## src/rtl/mem_pkg.sv

```systemverilog
// rtl/mem_pkg.sv - shared widths, FSM encoding and address helper for the data-RAM port
package mem_pkg;

    localparam int DATA_WIDTH = 20;
    localparam int ADDR_WIDTH = 12;
    localparam int LEN_WIDTH  = 4;

    localparam logic [2:0] ST_IDLE     = 3'd0;
    localparam logic [2:0] ST_WR       = 3'd1;
    localparam logic [2:0] ST_WR_LAST  = 3'd2;
    localparam logic [2:0] ST_RD_ISSUE = 3'd3;
    localparam logic [2:0] ST_RD_DATA  = 3'd4;

    typedef enum logic [2:0] {
        IDLE     = ST_IDLE,
        WR       = ST_WR,
        WR_LAST  = ST_WR_LAST,
        RD_ISSUE = ST_RD_ISSUE,
        RD_DATA  = ST_RD_DATA
    } state_e;

    // Word address increment; wraps silently at the top of the RAM.
    function automatic logic [ADDR_WIDTH-1:0] addr_inc(input logic [ADDR_WIDTH-1:0] a);
        return a + ADDR_WIDTH'(1);
    endfunction

endpackage

```

## src/rtl/mem_port_ctrl.sv

```systemverilog
// rtl/mem_port_ctrl.sv - load/store burst sequencer driving the single-port data RAM
module mem_port_ctrl
    import mem_pkg::*;
(
    input  logic                  clk,
    input  logic                  rst_n,
    input  logic                  req_valid,
    output logic                  req_ready,
    input  logic                  req_write,
    input  logic [ADDR_WIDTH-1:0] req_addr,
    input  logic [LEN_WIDTH-1:0]  req_len,
    input  logic                  wr_valid,
    output logic                  wr_ready,
    input  logic [DATA_WIDTH-1:0] wr_data,
    output logic                  rd_valid,
    input  logic                  rd_ready,
    output logic [DATA_WIDTH-1:0] rd_data,
    output logic                  rd_last,
    output logic                  done,
    output logic [ADDR_WIDTH-1:0] mem_addr,
    output logic [DATA_WIDTH-1:0] mem_wdata,
    output logic                  mem_str,
    output logic                  mem_ld,
    input  logic [DATA_WIDTH-1:0] mem_rdata
);

    state_e                state_q, state_d;
    logic [ADDR_WIDTH-1:0] cur_addr_q, cur_addr_d;
    logic [ADDR_WIDTH-1:0] mem_addr_q, mem_addr_d;
    logic [LEN_WIDTH-1:0]  cnt_q, cnt_d;
    logic [DATA_WIDTH-1:0] mem_wdata_q, mem_wdata_d;
    logic                  mem_str_q, mem_str_d;
    logic                  done_q, done_d;

    logic req_hs;
    logic wr_hs;
    logic rd_hs;
    logic cnt_zero;

    // req_ready is gated by rst_n so it reads 0 for the whole reset window.
    assign req_ready = rst_n && (state_q == IDLE);
    assign wr_ready  = (state_q == WR);
    assign rd_valid  = (state_q == RD_DATA);
    assign mem_ld    = (state_q == RD_ISSUE);

    assign cnt_zero  = (cnt_q == '0);
    assign rd_last   = rd_valid && cnt_zero;
    assign rd_data   = mem_rdata;

    assign req_hs    = req_valid && req_ready;
    assign wr_hs     = wr_valid && wr_ready;
    assign rd_hs     = rd_valid && rd_ready;

    // Store beats use the registered address; a read issue presents cur_addr directly.
    assign mem_addr  = mem_ld ? cur_addr_q : mem_addr_q;
    assign mem_wdata = mem_wdata_q;
    assign mem_str   = mem_str_q;
    assign done      = done_q;

    always_comb begin
        state_d     = state_q;
        cur_addr_d  = cur_addr_q;
        mem_addr_d  = mem_addr_q;
        cnt_d       = cnt_q;
        mem_wdata_d = mem_wdata_q;
        mem_str_d   = 1'b0;
        done_d      = 1'b0;

        unique case (state_q)
            IDLE: begin
                if (req_hs) begin
                    cur_addr_d = req_addr;
                    cnt_d      = req_len;
                    state_d    = req_write ? WR : RD_ISSUE;
                end
            end

            WR: begin
                if (wr_hs) begin
                    mem_addr_d  = cur_addr_q;
                    mem_wdata_d = wr_data;
                    mem_str_d   = 1'b1;
                    cur_addr_d  = addr_inc(cur_addr_q);
                    if (cnt_zero) begin
                        state_d = WR_LAST;
                    end else begin
                        cnt_d = cnt_q - LEN_WIDTH'(1);
                    end
                end
            end

            // The final beat's strobe is already high; this edge commits it.
            WR_LAST: begin
                done_d  = 1'b1;
                state_d = IDLE;
            end

            RD_ISSUE: begin
                state_d = RD_DATA;
            end

            RD_DATA: begin
                if (rd_hs) begin
                    if (cnt_zero) begin
                        done_d  = 1'b1;
                        state_d = IDLE;
                    end else begin
                        cnt_d      = cnt_q - LEN_WIDTH'(1);
                        cur_addr_d = addr_inc(cur_addr_q);
                        state_d    = RD_ISSUE;
                    end
                end
            end

            default: begin
                state_d = IDLE;
            end
        endcase
    end

    always_ff @(posedge clk or negedge rst_n) begin
        if (!rst_n) begin
            state_q     <= IDLE;
            cur_addr_q  <= '0;
            mem_addr_q  <= '0;
            cnt_q       <= '0;
            mem_wdata_q <= '0;
            mem_str_q   <= 1'b0;
            done_q      <= 1'b0;
        end else begin
            state_q     <= state_d;
            cur_addr_q  <= cur_addr_d;
            mem_addr_q  <= mem_addr_d;
            cnt_q       <= cnt_d;
            mem_wdata_q <= mem_wdata_d;
            mem_str_q   <= mem_str_d;
            done_q      <= done_d;
        end
    end

endmodule
```

## config.mk

```make
export PLATFORM = sky130hd
export DESIGN_NAME = mem_port_ctrl
export DESIGN_NICKNAME = d
export VERILOG_FILES = /design/src/rtl/mem_pkg.sv /design/src/rtl/mem_port_ctrl.sv
export SDC_FILE = /design/constraint.sdc
export NUM_CORES = 1
export LEC_CHECK = 0
export CAP_MARGIN = 0
export CORE_MARGIN = 5
export CORE_UTILIZATION = 44
export DETAILED_ROUTE_END_ITERATION = 8
export PLACE_DENSITY = 0.82
export SLEW_MARGIN = 20
export SYNTH_ARGS = -nofsm -noshare
export SYNTH_HDL_FRONTEND = slang
export SYNTH_SLANG_ARGS = --single-unit
```

## constraint.sdc

```tcl
create_clock -name clk -period 4 [get_ports clk]
set_clock_uncertainty 0.05 [all_clocks]
set_input_delay 0.4 -clock clk [delete_from_list [all_inputs] [get_ports clk]]
set_output_delay 0.4 -clock clk [all_outputs]
set_load 0.01 [all_outputs]
```

==> flow_summary.ini, run 1 <==
[worst_setup_path]
crit_path_end_kind = output pin
critPathLaunchType = register
crit_type = register to output pin
cp_slowest_cell = dfrtp_1
path_max_fanout = 15
max_stage_delay_ns = 0.74
crit_chain = nor2b_1 > nand2_1 > mux2_2 > clkdlybuf4s50_1
crit_family = flip-flops
cp.arrival_ns = 2.66
cp_data_required_time_ns = 3.55
crit_buf_inv = 1

[timing]
final_max_slew_viol_count = 0
tns_ns = 0
slew_headroom_pct = 43.0
rsz0062_at_grt = false
min_period_ns = 3.11
min_period_over_period_pct = 77.9
worst_pin_slew_ns = 0.849
fmax_mhz = 321
whs_ns = 0.217
hold_viol = 0
setup_viol = 0

[yosys]
yosys_warnings = 0
ys_seq_elements = 53
synth_edf_count = 0
synth.area.top_cells = dfrtp_1, mux2_1, buf_4, mux2_2, buf_6
syn_avg_cell_area_um2 = 11.7
synth.top_cell.area_share_pct = 45.2
ys_dominant_reg_cell = dfrtp_1
syn_nets = 315
yosys-top-cells-count = dfrtp_1, mux2_1, buf_4
yosysUniqueCellTypes = 51
syn-cell-area_um2 = 2930
ys_seq_area_share_pct = 45.2
async_flop_share_pct = 100
synthCells = 251
yosysMostFrequentCell = dfrtp_1
yosys.area.top_type = dfrtp_1

[power_and_ir_drop]
sw_frac_of_total_pct = 39.2
power.share.combinational_pct = 53.3
ir_drop_mv = 0.318
p_clk_share_pct = 11.9
p_leak_nw = 1.48
pwr_density_cell_nw_per_um2 = 825
power_switching_mw = 1.20
seqPwrFrac_pct = 34.8
internal_power_mw = 1.85

[placed_design]
portBuffers = 80
gp_congestion = 0.856
dpl.cell_count = 378
dpl-instance-area_um2 = 3580
dp_hpwl_um = 4860

[clocking]
clock_sinks = 53
tritoncts = done
cts_resized = 0
htree_levels = 2
clock_latency_ns = 0.30
root_buffer = clkbuf_8
cts_hold_buf = 0
post_cts_buffers = 0
cts.clk_slew.worst_paths_ns = 0.09
cts_inserted_buffers = 5
clockBufferDepth = 2

[floorplan]
rows = 29
floorplan.die.width_um = 91.6
die_y_um = 91.6
die_area_um2 = 8400
start_util_pct = 45.6
core_um2 = 6420
io_pins = 121

[drt]
routedWlPerCell_um = 17.4
drt_iter0_drc = 66
dr.pass1.iters = 4
drt-vias-per-instance = 5.70
ant_nets = 0
wl_um = 6700
drc_errors = 0
vias = 2199

[grt]
gr-usage-all-layers_pct = 16.6
grt_max_degree = 54
antenna_found_initial = 0
overflow = 0
grt_pass1_wl_um = 11600
grt_pass1_vias = 2270

[final_layout]
area_growth_pct = 26.0
drive_gt1_share_pct = 12.3
final_cells = 386
nets = 372
fin_area_um2 = 3690
antenna_cells = 0

[worst_hold_path]
hold_class = input pin to async pin

[flow_run]
maxCapViolCount = 0

[status]
status = complete, no violations
==> kinds of logic after synthesis <==
group	share of synthesized area, %
AO/OA/AOI/OAI	14.3
multiplexers	17.2
buffers and inverters	9.47
flip-flops	45.2
XOR/XNOR	1.24
AND/OR/NAND/NOR	11.7
adder cells (fa/ha/maj)	0.853
==> worst paths after layout <==
check,start,to,slack [ns],cells after the start
min in group clk,mem_wdata[2]$_DFFE_PN0P_,mem_wdata[2]$_DFFE_PN0P_,0.44,1
max in group asynchronous,rst_n,cur_addr_q[4]$_DFFE_PN0P_,3.23,2
worst min-delay path,rst_n,mem_wdata[17]$_DFFE_PN0P_,0.22,2
worst max register to register,state_q[2]$_DFFE_PN0P_,cur_addr_q[8]$_DFFE_PN0P_,1.64,4
worst max-delay path,state_q[1]$_DFFE_PN0P_,mem_addr[11],0.89,4
worst min register to register,mem_wdata[2]$_DFFE_PN0P_,mem_wdata[2]$_DFFE_PN0P_,0.44,1
==> area by class of cell <==
type / count / area [um^2]
clock buffers: 6 / 72.6
clock inverters: 2 / 38.8
fillers: 532 / 2730
inverters: 6 / 22.5
multi-input cells: 160 / 1330
flip-flops and latches: 53 / 1330
well taps: 77 / 96.3
repair buffers: 82 / 811
==> worst reg2reg max path: stages, from the launching register on <==
cell and delay (ns):
dfrtp_1 0.60, xnor2_1 0.79, nor2_2 0.30, a211oi_1 0.38, a2bb2oi_1 0.17
==> through the flow <==
step	setup WS, ns	util (%)	total power, mW
floorplan	2.15	-	2.11
global placement	1.29	55.8	2.64
detailed placement	1.18	55.8	2.70
CTS	0.847	57.5	3.07
global route	0.744	57.5	3.29
finish	0.886	57.5	3.05
==> placed cells by master (no fill, tap or decap), types with 4 or more instances in the layout <==
| cell | instances |
|---|---|
| a21oi_1 | 9 |
| a31oi_1 | 8 |
| and3_1 | 4 |
| clkbuf_8 | 5 |
| clkdlybuf4s50_1 | 79 |
| dfrtp_1 | 53 |
| inv_1 | 5 |
| mux2_1 | 30 |
| mux2_2 | 14 |
| nand2_1 | 10 |
| nand3_1 | 7 |
| nor2_1 | 5 |
| o211ai_1 | 7 |
| o21ai_0 | 5 |
| o2bb2ai_1 | 7 |
==> metal layers <==
| layer | track usage (%) | wire (um) | part of all wire (%) |
|---|---|---|---|
| met1 | 23.4 | 2920 | 44 |
| met2 | 25.1 | 3050 | 45 |
| met3 | 4.75 | 646 | 9.6 |
| met4 | 4.52 | 84 | 1.3 |
| met5 | 0 | 0 | 0 |
==> state kept, by name, indices dropped and copies added (netlist names) <==
signal and count:
mem_wdata 20, cur_addr_q 12, mem_addr_q 12, cnt_q 4, state_q 3, done 1, mem_str 1
==> power groups by stage <==
stage	clock [mW]	sequential, mW	combinational, mW
global placement	0	1.06	1.59
detailed placement	0	1.07	1.63
floorplan	0	1.03	1.08
global route	0.404	1.11	1.78
CTS	0.376	1.06	1.64
finish	0.361	1.06	1.63
Power figures use the tool's default switching activity.
==> run 2, diff against run 1 <==
--- a/config.mk
+++ b/config.mk
@@ -7,9 +7,9 @@
 export LEC_CHECK = 0
 export CAP_MARGIN = 0
 export CORE_MARGIN = 5
-export CORE_UTILIZATION = 44
+export CORE_UTILIZATION = 43
 export DETAILED_ROUTE_END_ITERATION = 8
-export PLACE_DENSITY = 0.82
+export PLACE_DENSITY = 0.8
 export SLEW_MARGIN = 20
 export SYNTH_ARGS = -nofsm -noshare
 export SYNTH_HDL_FRONTEND = slang
==> constraint.sdc (replaced) <==
create_clock -name clk -period 3.1 [get_ports clk]
set_clock_uncertainty 0.05 [all_clocks]
set_input_delay 0.31 -clock clk [delete_from_list [all_inputs] [get_ports clk]]
set_output_delay 0.31 -clock clk [all_outputs]
set_load 0.01 [all_outputs]
==> flow_summary.ini, run 2 (synthesis gave the netlist of run 1 again) <==
[worst_setup_path]
crit_path_end_kind = output pin
path_max_fanout = 14
cp.arrival_ns = 2.23
crit_type = register to output pin
cp_data_required_time_ns = 2.74
critPathLaunchType = register

[flow_run]
maxCapViolCount = 0

[floorplan]
die_area_um2 = 8570
floorplan.die.width_um = 92.6
io_pins = 121
rows = 30
die_y_um = 92.6
core_um2 = 6720
start_util_pct = 43.6

[final_layout]
final_cell_mix = clkdlybuf4s50_1, dfrtp_1, mux2_1
multi_input_area_um2 = 1330
regArea_um2 = 1330
nets = 376
largest_reg_flops = 20
nFillCells = 561
area_growth_pct = 27.3
drive_gt1_share_pct = 13.1
layout_commonest_cell = clkdlybuf4s50_1
antenna_cells = 0

[drt]
vias = 2198
routedWlPerCell_um = 17.2
dr.pass1.iters = 4
drt_iter0_drc = 88
ant_nets = 0
drt-vias-per-instance = 5.59
wl_um = 6770
drc_errors = 0

[timing]
whs_ns = 0.413
fin_ws_ns = 0.508
setup_viol = 0
min_period_ns = 2.59
fmax_mhz = 386
slew_headroom_pct = 42.7
final_max_slew_viol_count = 0
tns_ns = 0
worst_pin_slew_ns = 0.854
rsz0062_at_grt = false
min_period_over_period_pct = 83.6
hold_viol = 0

[placed_design]
portBuffers = 80
gp_congestion = 0.830
dp_hpwl_um = 4980
place_ws_ns = 0.823

[grt]
overflow = 0
gr-usage-all-layers_pct = 16.1
grt_pass1_vias = 2185
grt_pass1_wl_um = 11100
grt_max_degree = 42
antenna_found_initial = 0

[power_and_ir_drop]
p_leak_nw = 1.50
pwr_density_cell_nw_per_um2 = 1060
ir_drop_mv = 0.468

[clocking]
clock_sinks = 53
tritoncts = done
cts.clk_slew.worst_paths_ns = 0.09
clockBufferDepth = 2
root_buffer = clkbuf_8
cts_resized = 0
htree_levels = 2
cts_inserted_buffers = 5
clock_latency_ns = 0.31

[worst_hold_path]
hold_class = input pin to async pin

[status]
status = complete, no violations
## run 2: changes by cell type in the layout (fill, tap and decap cells not counted), sizes merged
cell         change
buf              +3
dlygate4sd3      +1
## run 2: final timing paths
| check | cells past startpoint | from | slack (ns) | endpoint |
|---|---|---|---|---|
| max | 4 | state_q[1]$_DFFE_PN0P_ | 0.51 | mem_addr[3] |
| min | 2 | rst_n | 0.41 | state_q[1]$_DFFE_PN0P_ |
| max reg2reg | 5 | state_q[2]$_DFFE_PN0P_ | 0.83 | cur_addr_q[8]$_DFFE_PN0P_ |
| min reg2reg | 1 | mem_addr_q[6]$_DFFE_PN0P_ | 0.44 | mem_addr_q[6]$_DFFE_PN0P_ |
| max in group asynchronous | 3 | rst_n | 1.76 | cur_addr_q[8]$_DFFE_PN0P_ |
| min in group clk | 1 | mem_addr_q[6]$_DFFE_PN0P_ | 0.44 | mem_addr_q[6]$_DFFE_PN0P_ |
## run 2: power breakdown
part           switching, mW  leakage (nW)  internal, mW
logic                   1.05         0.818          1.13
registers              0.271         0.627          1.04
clock network          0.225        0.0554         0.243
total                   1.54          1.50          2.41
## run 2: cell type report
type,count,area share (%)
repair buffers,86,22.6
clock buffers,6,1.95
clock inverters,2,1.04
flip-flops and latches,53,35.5
well taps,80,2.68
inverters,6,0.604
multi-input cells,160,35.6
## run 2: repair_timing
| action | CTS | global route |
|---|---|---|
| hold buffers | 1 | 0 |
| hold endpoints to repair | 12 | 0 |
| buffers inserted | 0 | 0 |
## run 2: critical path: stages, from the launching register on
cell             delay [ns]
dfrtp_1                0.38
nor2b_1                0.14
nand2_1                0.51
mux2_2                 0.42
clkdlybuf4s50_1        0.48
## run 2: layer usage
metal	global-route usage [%]	share of wire, %	routed length [um]
met1	21.7	45	3070
met2	25.3	45	3080
met3	4.87	8.3	562
met4	3.71	0.87	59
met5	0	0	0
## run 2: stage by stage
step	std cells	util (%)	total power, mW	cell area, um^2
after global placement	384	53.7	3.44	3610
after detailed placement	384	53.7	3.51	3610
after global routing	393	55.5	4.25	3730
after floorplan	251	-	2.73	2930
final	393	55.5	3.95	3730
after CTS	393	55.5	3.99	3730
==> edit 1: new RTL, flow settings as in run 2 <==
`mem_addr_q` no longer has a reset.
--- a/src/rtl/mem_port_ctrl.sv
+++ b/src/rtl/mem_port_ctrl.sv
@@ -122,7 +122,6 @@
         if (!rst_n) begin
             state_q     <= IDLE;
             cur_addr_q  <= '0;
-            mem_addr_q  <= '0;
             cnt_q       <= '0;
             mem_wdata_q <= '0;
             mem_str_q   <= 1'b0;
@@ -130,7 +129,6 @@
         end else begin
             state_q     <= state_d;
             cur_addr_q  <= cur_addr_d;
-            mem_addr_q  <= mem_addr_d;
             cnt_q       <= cnt_d;
             mem_wdata_q <= mem_wdata_d;
             mem_str_q   <= mem_str_d;
@@ -138,4 +136,8 @@
         end
     end
 
+    always_ff @(posedge clk) begin
+        mem_addr_q <= mem_addr_d;
+    end
+
 endmodule
Function: differs if rst_n is asserted again (counterexample within 4 cycles, from zero or initial values and one cycle with rst_n low); with rst_n held inactive, the same outputs for 4 cycles.
==> edit 1 against run 2 <==
  * Sequential cell count unchanged
  * Wire length down 3.5%
  * Synthesized area down 1.7%
  * Worst setup slack better by 0.027 ns
  * Utilization up 1.5 points
  * Design area down 1.8%
  * Combinational power down 6%
  * Hold slack better by 0.037 ns
  * Power down 5.8%
==> edit 1: results (changes against run 2) <==
Avg WL per Cell: 17.29 um (+0.33%)
Overall routing resource usage: 0.1586 (-0.002018)
Maximum VDD drop: 0.5568 mV (+19%)
Status: completed
R2r startpoint: state_q[0]$_DFFE_PN0P_
Top post-synthesis cells by area: dfrtp_1, edfxtp_1, mux2_2
Min Hold Slack: 0.4493 ns (+0.03668 ns)
Final nets: 364 (-3.2%)
Register area share after synthesis: 0.4809 (+0.02849)
XOR/XNOR Fraction of Synth Area: 0.01519 (+0.002814)
Flop-to-flop setup slack: 1.08 ns (+0.25 ns)
Pin count of the biggest net entering global routing: 34 (-19%)
DPL Wire Length: 4.766 mm (-4.4%)
Slew headroom: 0.6034 (+0.1766)
Post-place setup slack: 0.8291 ns (+0.006183 ns)
Final setup margin: 0.5354 ns (+0.02735 ns)
Placed cell area: 3570 um^2 (-1.1%)
Routability congestion estimate: 0.8615 (+3.9%)
Complex-gate fraction of the synthesized area: 0.1489 (+0.006319)
Static Leak: 1.424 nW (-5.2%)
Global-route wire length before repair: 10.75 mm (-3.3%)
Post-synth EDFFs: 12 (+12)
Synth cell types: 53 (+3.9%)
Mux contribution to synthesized area: 0.1285 (-0.04396)
Number of global-route vias before repair: 2076 (-5.0%)
Drt total wl: 6.535 mm (-3.5%)
Crit path largest cell delay: 0.49 ns (-0.02 ns)
Syn Inst Count: 237 (-5.6%)
Most frequent cells after synthesis: dfrtp_1, mux2_2, buf_4, edfxtp_1, nand2_1
edit 1: repair_timing:
item	4_1_cts	5_1_grt
endpoints found under the hold margin	16	0
endpoints found under the setup margin	0	0
hold buffers	1	0
edit 1: path summary, 6_finish.rpt:
path                                                   to  depth (start not counted)
worst max-delay path                          mem_addr[0]                          4
worst min-delay path            cur_addr_q[0]$_DFFE_PN0P_                          2
worst max register to register  mem_wdata[18]$_DFFE_PN0P_                          5
worst min register to register  mem_wdata[12]$_DFFE_PN0P_                          1
max in group asynchronous       mem_wdata[12]$_DFFE_PN0P_                          3
min in group clk                mem_wdata[12]$_DFFE_PN0P_                          1
edit 1: kinds of logic after synthesis:
logic type | Yosys count
XOR/XNOR | 2
AND/OR/NAND/NOR | 55
AO/OA/AOI/OAI | 56
adder cells (fa/ha/maj) | 2
flip-flops | 53
multiplexers | 33
buffers and inverters | 36
edit 1: cell type report:
type,instances,share of cell area
multi-input cells,148,0.3361
clock buffers,7,0.02083
repair buffers,86,0.2302
well taps,77,0.02630
inverters,6,0.006148
flip-flops and latches,53,0.3784
clock inverters,1,0.002049
edit 1: where the power goes:
part	leakage [nW]	internal, mW	switching, mW
Sequential	0.598	1.06	0.240
Combinational	0.787	1.05	1.00
Clock	0.0385	0.160	0.217
Total	1.42	2.26	1.46
edit 1: routing by layer:
metal	share of wire	GRT usage	vias to the layer above	routed length, um
met5	0	0	-	0
met2	0.50	0.2768	62	3283
met4	0.014	0.04084	0	90
met3	0.046	0.03928	9	301
li1	-	-	997	-
met1	0.44	0.1968	1046	2860
==> edit 2: new RTL, settings of run 2 <==
Without the edit above. The package constant `LEN_WIDTH` goes from 4 to 8.
--- a/src/rtl/mem_pkg.sv
+++ b/src/rtl/mem_pkg.sv
@@ -3,7 +3,7 @@
 
     localparam int DATA_WIDTH = 20;
     localparam int ADDR_WIDTH = 12;
-    localparam int LEN_WIDTH  = 4;
+    localparam int LEN_WIDTH  = 8;
 
     localparam logic [2:0] ST_IDLE     = 3'd0;
     localparam logic [2:0] ST_WR       = 3'd1;
Interface: changed (resized req_len); port bits go from 121 to 125. No check against the original RTL was run, so the function may have changed too.
==> edit 2 against run 2 <==
  * First-iteration DRC count decreased by 11%
  * Sequential cell count increased by 4
  * Worst setup slack improved by 0.039 ns
  * Register-to-register slack improved by 0.13 ns
  * Synthesized cell count increased by 18%
  * Combinational power increased by 5%
  * Sequential share of layout area decreased by 0.50 points
  * Synthesized area increased by 5.5%
  * Power increased by 14%
  * Wire length increased by 4.9%
  * Fmax increased by 1.5%
  * Design area increased by 9.1%
  * Utilization increased by 1.5 points
  * Critical path type unchanged
  * Largest cell class is now registers
==> edit 2: results (changes against run 2) <==
Die Area: 8989 um^2 (+4.9%)
H-tree Lvls: 3 (+1)
DP Cell Count: 448 (+17%)
Synth Area in Adders: 0.01214 (+0.003600)
Vias/cell: 5.120 (-8.4%)
CTS Buf Count: 9 (+4)
Clock Latency Late Sink: 0.33 ns (+0.02 ns)
Mux contribution to synthesized area: 0.1521 (-0.02032)
Syn Inst Count: 297 (+18%)
Status: completed
Number of buffers added on ports: 84 (+5.0%)
Fill cells: 643 (+15%)
Layout cells sized above 1: 0.2049 (+0.07393)
Reg power frac: 0.318 (-0.013)
Maximum fanout along the worst path: 4 (-10)
Synth cell types: 55 (+7.8%)
XOR/XNOR Fraction of Synth Area: 0.002832 (-0.009546)
DR vias: 2381 (+8.3%)
Global-route wire length before repair: 11.43 mm (+2.8%)
Cell family with most CP delay: buffers and inverters
Met1 Routed Length: 3.142 mm (+2.4%)
#MultiIn Comb: 196 (+23%)
Complex-gate fraction of the synthesized area: 0.1428 (+0.0002471)
Synth Net Count: 366 (+16%)
CTS clk-pin slew, worst paths: 0.07 ns (-0.02 ns)
Met3 WL: 454 um (-19%)
Maximum VDD drop: 0.3605 mV (-23%)
Overall routing resource usage: 0.1644 (+0.003780)
Met2 Wirelength: 3.420 mm (+11%)
Crit path largest cell delay: 0.57 ns (+0.06 ns)
Post-place setup slack: 0.8807 ns (+0.05776 ns)
Buffer share of cell area: 0.2170 (-0.008992)
Clk tree area frac: 0.05595 (+0.02610)
Clk pwr share: 0.174 (+0.056)
Static Leak: 1.666 nW (+11%)
Signal buffers: 90 (+4.7%)
Number of global-route vias before repair: 2350 (+7.6%)
Routability congestion estimate: 0.7234 (-13%)
DPL Wire Length: 5.083 mm (+2.0%)
Int Power: 2.802 mW (+16%)
Most frequent cells after synthesis: dfrtp_1, mux2_2, buf_4, nand2_1, o21ai_0
Slew headroom: 0.3613 (-0.06544)
-- edit 2: cell count changes after synthesis, moves of 11 or more --
cell | before | now
a21oi_1 | 9 | 20
mux2_1 | 30 | 0
mux2_2 | 14 | 40
nand2_1 | 10 | 25
nor2_1 | 5 | 19
o21ai_0 | 5 | 21
-- edit 2: metrics by stage --
step / cell area, um^2 / hold slack [ns] / utilization
after global routing: 4070 / 0.4751 / 0.5703
after floorplan: 3093 / -0.03559 / -
after global placement: 3832 / 0.2589 / 0.5370
final: 4070 / 0.4521 / 0.5703
after detailed placement: 3832 / 0.2598 / 0.5370
after CTS: 4070 / 0.4575 / 0.5703
-- edit 2: path summary, 6_finish.rpt --
path                                        endpoint  cells past startpoint  slack (ns)                      start
setup / recovery                             rd_last                      5        0.55       cnt_q[0]$_DFFE_PN0P_
hold / removal                state_q[1]$_DFFE_PN0P_                      2        0.45                      rst_n
setup reg to reg                cnt_q[5]$_DFFE_PN0P_                      5        0.96     state_q[2]$_DFFE_PN0P_
hold reg to reg            mem_addr_q[1]$_DFFE_PN0P_                      1        0.45  mem_addr_q[1]$_DFFE_PN0P_
max in group asynchronous  cur_addr_q[3]$_DFFE_PN0P_                      3        1.71                      rst_n
min in group clk           mem_addr_q[1]$_DFFE_PN0P_                      1        0.45  mem_addr_q[1]$_DFFE_PN0P_
-- edit 2: kinds of logic after synthesis --
group | Yosys count
flops | 57
xor+xnor | 1
fa+ha+maj | 3
buf+inv | 44
mux | 42
simple gates | 80
compound gates | 70
-- edit 2: layer usage --
layer  GRT usage  up-vias
met4     0.06731        0
met5           0        -
li1            -     1163
met2      0.2666       77
met1      0.2030     1130
met3     0.05100       11
